[config.mk]
export PLATFORM = sky130hd
export DESIGN_NAME = axis_tracker_ctrl
export DESIGN_NICKNAME = d
export VERILOG_FILES = /design/src/rtl/tracker_pkg.sv /design/src/rtl/axis_tracker_ctrl_wrap_dist.sv /design/src/rtl/axis_tracker_ctrl.sv
export SDC_FILE = /design/constraint.sdc
export NUM_CORES = 1
export LEC_CHECK = 0
export ABC_AREA = 0
export CAP_MARGIN = 30
export CORE_MARGIN = 1
export CORE_UTILIZATION = 63
export DETAILED_ROUTE_END_ITERATION = 10
export PLACE_DENSITY = 0.86
export REMOVE_ABC_BUFFERS = 1
export SLEW_MARGIN = 5
export SYNTH_ARGS = -nofsm -noshare
export SYNTH_HDL_FRONTEND = slang
export SYNTH_SLANG_ARGS = --single-unit
[constraint.sdc]
create_clock -name clk_i -period 22.5 [get_ports clk_i]
set_input_delay 4.5 -clock clk_i [delete_from_list [all_inputs] [get_ports clk_i]]
set_output_delay 4.5 -clock clk_i [all_outputs]
set_load 0.01 [all_outputs]
[src/rtl/tracker_pkg.sv]
// Shared constants and types for the pan/tilt axis tracker controller.
package tracker_pkg;

  localparam logic [1:0] DIR_STOP = 2'b00;
  localparam logic [1:0] DIR_DEC  = 2'b01;
  localparam logic [1:0] DIR_INC  = 2'b10;

  typedef enum logic [1:0] {
    ST_IDLE = 2'd0,
    ST_AUTO = 2'd1,
    ST_MOVE = 2'd2,
    ST_DONE = 2'd3
  } state_e;

  // (a - b) mod m, valid for a < m and b < m.
  function automatic logic [31:0] mod_sub(input logic [31:0] a,
                                          input logic [31:0] b,
                                          input logic [31:0] m);
    logic [31:0] r;
    if (a >= b) begin
      r = a - b;
    end else begin
      r = a + m - b;
    end
    return r;
  endfunction

endpackage

[src/rtl/axis_tracker_ctrl_wrap_dist.sv]
// Shortest-way-around-the-circle direction for one axis, plus an in-band flag.
module wrap_dist
  import tracker_pkg::*;
#(
  parameter int W         = 16,
  parameter int FULL_TURN = 360,
  parameter int DEADBAND  = 4
) (
  input  logic [W-1:0] target_i,
  input  logic [W-1:0] actual_i,
  output logic         in_band_o,
  output logic [1:0]   dir_o
);

  localparam logic [W-1:0] FT_W   = W'(FULL_TURN);
  localparam logic [31:0]  DB_32  = 32'(DEADBAND);
  localparam logic [31:0]  HI_32  = 32'(FULL_TURN - DEADBAND);
  localparam logic [31:0]  HALF32 = 32'(FULL_TURN / 2);

  logic [W-1:0] act_red_s;
  logic [31:0]  fwd_s;

  // Forward distance from reduced actual to target, then band/direction decision.
  always_comb begin
    act_red_s = actual_i % FT_W;
    fwd_s     = mod_sub(32'(target_i), 32'(act_red_s), 32'(FULL_TURN));
    in_band_o = (fwd_s <= DB_32) || (fwd_s >= HI_32);
    if (in_band_o) begin
      dir_o = DIR_STOP;
    end else if (fwd_s <= HALF32) begin
      dir_o = DIR_INC;
    end else begin
      dir_o = DIR_DEC;
    end
  end

endmodule

[src/rtl/axis_tracker_ctrl.sv]
// Multi-axis direction controller: automatic sensor balancing or sequential
// manual moves to angular setpoints, with registered 2-bit codes per axis.
module axis_tracker_ctrl
  import tracker_pkg::*;
#(
  parameter int W          = 16,
  parameter int N_AXES     = 2,
  parameter int DEADBAND   = 4,
  parameter int FULL_TURN  = 360,
  parameter int SETTLE_CYC = 1000
) (
  input  logic                rst_i,
  input  logic                clk_i,
  input  logic                s_i,
  input  logic                start_i,
  input  logic [N_AXES*W-1:0] sens_a_i,
  input  logic [N_AXES*W-1:0] sens_b_i,
  input  logic [N_AXES*W-1:0] angle_d_i,
  input  logic [N_AXES*W-1:0] angle_act_i,
  output logic [2*N_AXES-1:0] dir_out_o,
  output logic                busy_o,
  output logic                done_o,
  output logic                range_err_o
);

  localparam int AW = (N_AXES > 1) ? $clog2(N_AXES) : 1;
  localparam int CW = (SETTLE_CYC > 1) ? $clog2(SETTLE_CYC) : 1;
  localparam logic [CW-1:0] CNT_LAST = CW'(SETTLE_CYC - 1);
  localparam logic [AW-1:0] AX_LAST  = AW'(N_AXES - 1);
  localparam logic [W:0]    DB_W     = (W+1)'(DEADBAND);
  localparam logic [W-1:0]  FT_W     = W'(FULL_TURN);

  state_e              state_q;
  logic [AW-1:0]       axis_q;
  logic [2*N_AXES-1:0] dir_q;
  logic                busy_q;
  logic                done_q;
  logic                range_err_q;
  logic [W-1:0]        setpt_q [N_AXES];
  logic [CW-1:0]       cnt_q   [N_AXES];

  logic [N_AXES-1:0]   band_s;
  logic [2*N_AXES-1:0] wdir_s;
  logic [2*N_AXES-1:0] auto_dir_s;
  logic [2*N_AXES-1:0] move_dir_s;
  logic                act_band_s;
  logic [CW-1:0]       act_cnt_s;
  logic                range_bad_s;
  logic [W:0]          a_w_s;
  logic [W:0]          b_w_s;
  logic [1:0]          raw_s;
  logic [1:0]          prev_s;

  for (genvar k = 0; k < N_AXES; k++) begin : g_axis
    wrap_dist #(
      .W        (W),
      .FULL_TURN(FULL_TURN),
      .DEADBAND (DEADBAND)
    ) u_wrap (
      .target_i (setpt_q[k]),
      .actual_i (angle_act_i[k*W +: W]),
      .in_band_o(band_s[k]),
      .dir_o    (wdir_s[2*k +: 2])
    );
  end

  // Automatic comparators with reversal guard, active-axis selection, setpoint check.
  always_comb begin
    auto_dir_s  = '0;
    move_dir_s  = '0;
    act_band_s  = 1'b0;
    act_cnt_s   = '0;
    range_bad_s = 1'b0;
    a_w_s       = '0;
    b_w_s       = '0;
    raw_s       = DIR_STOP;
    prev_s      = DIR_STOP;
    for (int k = 0; k < N_AXES; k++) begin
      a_w_s = {1'b0, sens_a_i[k*W +: W]};
      b_w_s = {1'b0, sens_b_i[k*W +: W]};
      if ((a_w_s <= b_w_s + DB_W) && (b_w_s <= a_w_s + DB_W)) begin
        raw_s = DIR_STOP;
      end else if (a_w_s < b_w_s) begin
        raw_s = DIR_DEC;
      end else begin
        raw_s = DIR_INC;
      end
      prev_s = dir_q[2*k +: 2];
      // A direct DEC<->INC flip is held at STOP for one cycle.
      if (((raw_s == DIR_INC) && (prev_s == DIR_DEC)) ||
          ((raw_s == DIR_DEC) && (prev_s == DIR_INC))) begin
        auto_dir_s[2*k +: 2] = DIR_STOP;
      end else begin
        auto_dir_s[2*k +: 2] = raw_s;
      end
      move_dir_s[2*k +: 2] = (axis_q == AW'(k)) ? wdir_s[2*k +: 2] : DIR_STOP;
      act_band_s  = act_band_s | ((axis_q == AW'(k)) & band_s[k]);
      act_cnt_s   = act_cnt_s | ((axis_q == AW'(k)) ? cnt_q[k] : '0);
      range_bad_s = range_bad_s | (angle_d_i[k*W +: W] >= FT_W);
    end
  end

  // Control FSM with settle counters, setpoint latch and registered outputs.
  always_ff @(posedge clk_i) begin
    if (rst_i) begin
      state_q     <= ST_IDLE;
      axis_q      <= '0;
      dir_q       <= '0;
      busy_q      <= 1'b0;
      done_q      <= 1'b0;
      range_err_q <= 1'b0;
      for (int k = 0; k < N_AXES; k++) begin
        setpt_q[k] <= '0;
        cnt_q[k]   <= '0;
      end
    end else begin
      done_q <= 1'b0;
      case (state_q)
        ST_IDLE: begin
          dir_q <= '0;
          if (s_i) begin
            state_q <= ST_AUTO;
          end else if (start_i) begin
            for (int k = 0; k < N_AXES; k++) begin
              setpt_q[k] <= angle_d_i[k*W +: W];
              cnt_q[k]   <= '0;
            end
            if (range_bad_s) begin
              range_err_q <= 1'b1;
            end else begin
              range_err_q <= 1'b0;
              state_q     <= ST_MOVE;
              axis_q      <= '0;
              busy_q      <= 1'b1;
            end
          end else begin
            state_q <= ST_IDLE;
          end
        end
        ST_AUTO: begin
          if (!s_i) begin
            state_q <= ST_IDLE;
            dir_q   <= '0;
          end else begin
            dir_q <= auto_dir_s;
          end
        end
        ST_MOVE: begin
          if (s_i) begin
            state_q <= ST_AUTO;
            dir_q   <= '0;
            busy_q  <= 1'b0;
            axis_q  <= '0;
            for (int k = 0; k < N_AXES; k++) begin
              cnt_q[k] <= '0;
            end
          end else begin
            dir_q <= move_dir_s;
            if (!act_band_s) begin
              cnt_q[axis_q] <= '0;
            end else if (act_cnt_s == CNT_LAST) begin
              cnt_q[axis_q] <= '0;
              if (axis_q == AX_LAST) begin
                state_q <= ST_DONE;
                busy_q  <= 1'b0;
                done_q  <= 1'b1;
                axis_q  <= '0;
              end else begin
                axis_q <= axis_q + 1'b1;
              end
            end else begin
              cnt_q[axis_q] <= act_cnt_s + 1'b1;
            end
          end
        end
        ST_DONE: begin
          state_q <= ST_IDLE;
          dir_q   <= '0;
        end
        default: begin
          state_q <= ST_IDLE;
          dir_q   <= '0;
          busy_q  <= 1'b0;
        end
      endcase
    end
  end

  assign dir_out_o   = dir_q;
  assign busy_o      = busy_q;
  assign done_o      = done_q;
  assign range_err_o = range_err_q;

endmodule

-- Yosys cells after proc, flatten, opt, wreduce, memory -nomap -nowiden
Memory sizes are Yosys's and may differ from the RTL's.
Cells that the tools add are included.
- register bits: 10
- memory bits (writable): 52
- input port bits: 132
- output and inout bits: 7
- word-level logic and storage cells: 180
- memories kept: 2
- memories (memory ; depth ; width ; read ports ; clocked after memory_dff ; wr ports ; RTL line ; source):
    setpt_q ; 2 ; 16 ; 2 ; 0 ; 2 ; axis_tracker_ctrl.sv:39 ; logic [W-1:0] setpt_q [N_AXES];
    cnt_q ; 2 ; 10 ; 2 ; 0 ; 2 ; axis_tracker_ctrl.sv:40 ; logic [CW-1:0] cnt_q [N_AXES];
- add/subtract/negate cells: 12
- divide/modulo/power cells: 2
- magnitude comparators: 16
- equal/unequal tests: 20
- muxes and demuxes: 85
- bitwise logic cells: 18
- reduce and logical (&&, ||, !) cells: 19
- operators with widths (operator ; number):
    2-to-1 mux 10 bit ; 9
    adder 16 x 3 -> 17 bit, second input constant ; 4
    <= comparator 16 x 17 -> 1 bit ; 4
    greater-or-equal comparator 32 x 9 -> 1 bit, second input constant ; 2
    <= comparator 32 x 3 -> 1 bit, second input constant ; 2
    <= comparator 32 x 8 -> 1 bit, second input constant ; 2
    2-to-1 mux 32 bit ; 2
    subtractor 32 x 16 -> 32 bit ; 2
    2-to-1 mux 1 bit ; 46
    2-to-1 mux 2 bit ; 20
    adder 16 x 9 -> 17 bit, second input constant ; 2
    subtractor 16 x 16 -> 17 bit ; 2
    greater-or-equal comparator 16 bit ; 2
    greater-or-equal comparator 16 x 9 -> 1 bit, second input constant ; 2
    < comparator 16 bit ; 2
    remainder unit 16 x 9 -> 16 bit, second input constant ; 2
    2-to-1 mux 16 bit ; 2
    == test 2 bit, second input constant ; 6
    case mux 4 bit (3 select lines) ; 1
    adder 10 x 1 -> 10 bit, second input constant ; 1
    == test 10 bit, second input constant ; 1
    == test 2 x 1 -> 1 bit, second input constant ; 5
    OR 1 bit ; 10
    OR 10 bit ; 1
    other kinds (20) ; 40

-- Longest topological paths before layout
An unclocked memory read counts as a cell.
- word-level depth: 17
- gate-level depth with buffers: 43
- depth with buffers taken out: 37

-- Hierarchy
Synthesis repeated with hierarchy kept, for this count alone.
- cells, all modules: 2017
- area, all modules: 15232.1 um^2
- by module, submodules not included (module ; instances ; cells each ; area each (um^2) ; sequential area each (um^2)):
    axis_tracker_ctrl ; 1 ; 634 ; 5728.0 ; 1761.7
    wrap_dist (g_axis[1].u_wrap) ; 1 ; 727 ; 4788.3 ; 0.0
    wrap_dist (g_axis[0].u_wrap) ; 1 ; 656 ; 4715.8 ; 0.0

-- Least setup slack after synthesis
OpenSTA, ideal clock, no wires.
- path kind: input port to flip-flop
- start point: in angle_act_i[9]
- end point: mem cnt_q[0][9] in the netlist's numbering, data pin
- library setup time: 0.259 ns
- arrival time: 12.711 ns
- required time: 22.241 ns
- path slack: 9.530 ns
- cell stages on the path: 39
- path buffers: 4
- cells stage by stage: buf_2 > and3_1 > or2_1 > o211ai_1 > mux2i_1 > a211o_1 > a32oi_2 > xnor2_2 > mux2i_1 > o22ai_1 > o21ai_1 > buf_4 > mux2i_1 > xnor2_2 > nand2_1 > o221a_4 > o31ai_4 > and2_1 > [3 not listed] > xnor2_1 > ha_1 > and2_1 > or2_2 > maj3_1 > a211oi_1 > nor2_1 > o211ai_1 > a21oi_1 > or2_2 > or4_1 > a21oi_1 > a31oi_1 > a211o_1 > nor4b_2 > or3_4 > buf_6 > nor2_1
- RTL lines (item ; RTL line ; source):
    start: declaration ; axis_tracker_ctrl.sv:19 ; input logic [N_AXES*W-1:0] angle_act_i,
    end: declaration ; axis_tracker_ctrl.sv:40 ;

==> results by group <==
Outcome
  • Run status: complete, no violations

Critical path
  • CP Launch Type: primary input
  • Kind of critical path: primary input to flip-flop
  • Most used cell, CP: o31ai_1
  • Crit path launch: angle_act_i[27]
  • Worst Reg-to-Reg Cells: 18
  • Crit-path max cell delay: 790 ps
  • Req. time, crit path: about 23000 ps
  • Worst path arrival time: between 15000 and 20000 ps
  • R2R Path End: cnt_q[0][6]$_SDFFCE_PN0P_
  • Max FO, Critical Path: 25
  • R2r startpoint: setpt_q[0][1]$_SDFFCE_PN0P_
  • Slowest library cell on the worst path: o31ai_4
  • Worst R2R Setup Slack: between 15000 and 20000 ps
  • Worst setup EP type: flip-flop
  • CP Capture Point: cnt_q[1][7]$_SDFFCE_PN0P_

Timing
  • Worst relative slew slack: a little under a third
  • RSZ-0062 raised after global routing: no
  • Post-Route Skew: about 9.9 ps
  • Worst-margin pin slew: between 1000 and 1500 ps
  • Final worst-path cycle share: between 60% and 70%
  • Slew Limit Fails: 0
  • Period minus WS final: ~16000 ps
  • Final setup violation count: 0
  • Total Negative Setup Slacks: 0 ps
  • Fmax: 63.5 MHz
  • Final hold violation count: 0

Detailed routing
  • DRT iter0 DRCs: roughly 1400
  • Vias per cell: roughly 6.5
  • Detailed Route WL: 40.3 mm
  • Vias: 15700
  • Avg WL per Cell: between 15 and 20 um
  • Drt drc: 0
  • Pre-antenna DRT Iters: 6
  • Antenna-violating nets left: 0

GRT
  • Total gr overflow: 0
  • First-pass GRT wire length: 65.7 mm
  • GR Util All Layers: approximately a third
  • Initial antenna violation count: 0
  • Vias in the first global route: about 14000
  • Pin count of the biggest net entering global routing: 33

Pwr
  • Leakage power: around 6.6 nW
  • Pwr per Cell Area: between 150 and 200 mW/mm^2
  • Max IR drop VDD: around 130 uV

Finish
  • Ratio of cells with drive above 1 in the final layout: 6.36%
  • Nets: 2335
  • Commonest non-fill, non-tap cell in the layout: nor2_1
  • Post-layout util: between 70% and 80%
  • Most frequent cells in the layout: nor2_1 (160), nand2_1 (150), clkdlybuf4s50_1 (138)
  • Diodes inserted: 0
  • Post-route insts no fill: between 2000 and 2500
  • Area grow syn2layout: 12.0%

Run
  • Max_cap viols: 0

Synth
  • Post-Synth Simple-Gate Area: about a quarter
  • Flop and latch count out of synthesis: slightly above 60
  • Synthesized area per cell: around 7.6 sq um
  • Sequential area share after synthesis: between 10% and 20%
  • Compound-Gate Fraction of Synth Area: 29.0%
  • Cell variety after synth: 130
  • EDFF count, synth: 52
  • Primary FF master, synth: edfxtp_1
  • Yosys warns: 0
  • Mapped Area: around 0.015 sq mm
  • Post-Synthesis Cells: 1979
  • XOR/XNOR share of the synthesized area: between 10 and 15%
  • Largest family of logic cells by synthesized area: compound AO/OA/AOI/OAI gates
  • FFs w/ async S/R, synth: 0%
  • Post-Synth Adder-Cell Area: roughly an eighth
  • Mux cell area share after synthesis: between 3 and 4%

Clocking
  • Cts bufs inserted: 9
  • CTS tree: built
  • CTS clk-pin slew, worst paths: roughly 60 ps
  • Clock Tree Root: clkbuf_16
  • Hold-fix buffers at CTS: 0
  • Clk_lat worst skew: between 300 and 400 ps
  • Post-CTS Setup Bufs: 0
  • CTS max path bufs: 2
  • H-tree Lvls: 3
  • Clock sinks: 62
  • Post-cts sizing count: 0

Worst hold path
  • Hold Crit Class: flip-flop to flip-flop
  • Hold Startpoint: busy_o$_SDFFE_PP0P_

Place
  • Routability cong.: approximately 0.93
  • Hpwl dp: between 30 and 40 mm
  • Port bufs: between 100 and 150
  • DP Cell Count: 2377

Floorplanning
  • Die width: 156 um
  • Full die area: roughly 0.024 sq mm
  • CORE AREA: ~0.023 sq mm
  • Rows: 56
  • Ports: approximately 140
  • Die Y: 156 um
  • Starting Density: 64.0%
kinds of logic (layout without fill, tap and decap cells):
kind of cell    Yosys count  in the layout
flops                    62             62
other cells               1             20
buf+inv                 186            265
compound gates          582            582
mux                      54             54
fa+ha+maj               148            148
simple gates            757            757
xor+xnor                189            189
through the flow:
stage	power, mW	instance area, sq um	hold WS, ps	worst slack [ps]
floorplan	2.01	14600	489	8820
global placement	2.40	16400	464	6590
detailed placement	2.46	16400	491	6600
CTS	2.61	16700	536	6960
global route	2.90	16800	552	5810
finish	2.67	16800	543	6760
layer usage:
metal	up-vias	GRT usage, %	routed length, um
met5	-	0	0
met4	0	12.0	976
met3	96	3.78	2710
met2	671	55.7	19200
met1	7305	40.4	17500
li1	7583	-	-
cells in the mapped netlist, drive strengths merged (26+ instances only):
master	instances	area share, %
and2	51	2.1
nor3	53	1.9
nand4	36	1.5
ha	131	11
edfxtp	52	10
o211ai	30	1.6
a31oi	26	1.4
xor2	54	3.3
a21o	40	2.0
o21ai	105	3.7
inv	98	2.5
clkbuf	47	1.2
nand3	84	2.8
mux2i	41	2.8
xnor2	134	8.1
nor2b	45	1.9
nand2	151	3.8
and3	32	1.3
buf	38	1.7
a21oi	122	4.3
nand2b	45	1.9
nor2	163	4.2
where the power goes:
| part | leakage (nW) | switching (mW) | total (mW) | internal [mW] |
|---|---|---|---|---|
| sequential | 0.632 | 0.00696 | 0.138 | 0.131 |
| clock | 0.135 | 0.0576 | 0.136 | 0.0780 |
| combinational | 5.86 | 1.45 | 2.40 | 0.948 |
critical path, delay by kind of cell:
kind / cells / cell delay, ps
AO/OA/AOI/OAI: 16 / 5790
XOR/XNOR: 2 / 390
adder cells (fa/ha/maj): 2 / 600
buffers and inverters: 1 / 660
multiplexers: 3 / 1040
AND/OR/NAND/NOR: 9 / 2840
layout make-up:
class | instances | area (sq um)
Inverter | 101 | 379
Multi-Input combinational cell | 1750 | 12500
Clock buffer | 10 | 239
Tap cell | 319 | 399
Fill cell | 1830 | 6630
Sequential cell | 62 | 1760
Clock inverter | 6 | 46.3
Timing Repair Buffer | 148 | 1480
sequential cells by signal, indices dropped and copies added, names as in the netlist:
name,cells
state_q,2
dir_out_o,4
axis_q,1
done_o,1
cnt_q,20
setpt_q,32
busy_o,1
range_err_o,1
how the worst min path moves through the flow:
stage	to	slack [ps]	depth (start not counted)
3_3_place_gp	busy_o$_SDFFE_PP0P_	460	2
2_1_floorplan	busy_o$_SDFFE_PP0P_	490	2
3_5_place_dp	busy_o$_SDFFE_PP0P_	490	2
5_1_grt	busy_o$_SDFFE_PP0P_	550	2
4_1_cts	busy_o$_SDFFE_PP0P_	540	2
6_report	busy_o$_SDFFE_PP0P_	540	2
(Power assumes the default switching activity.)
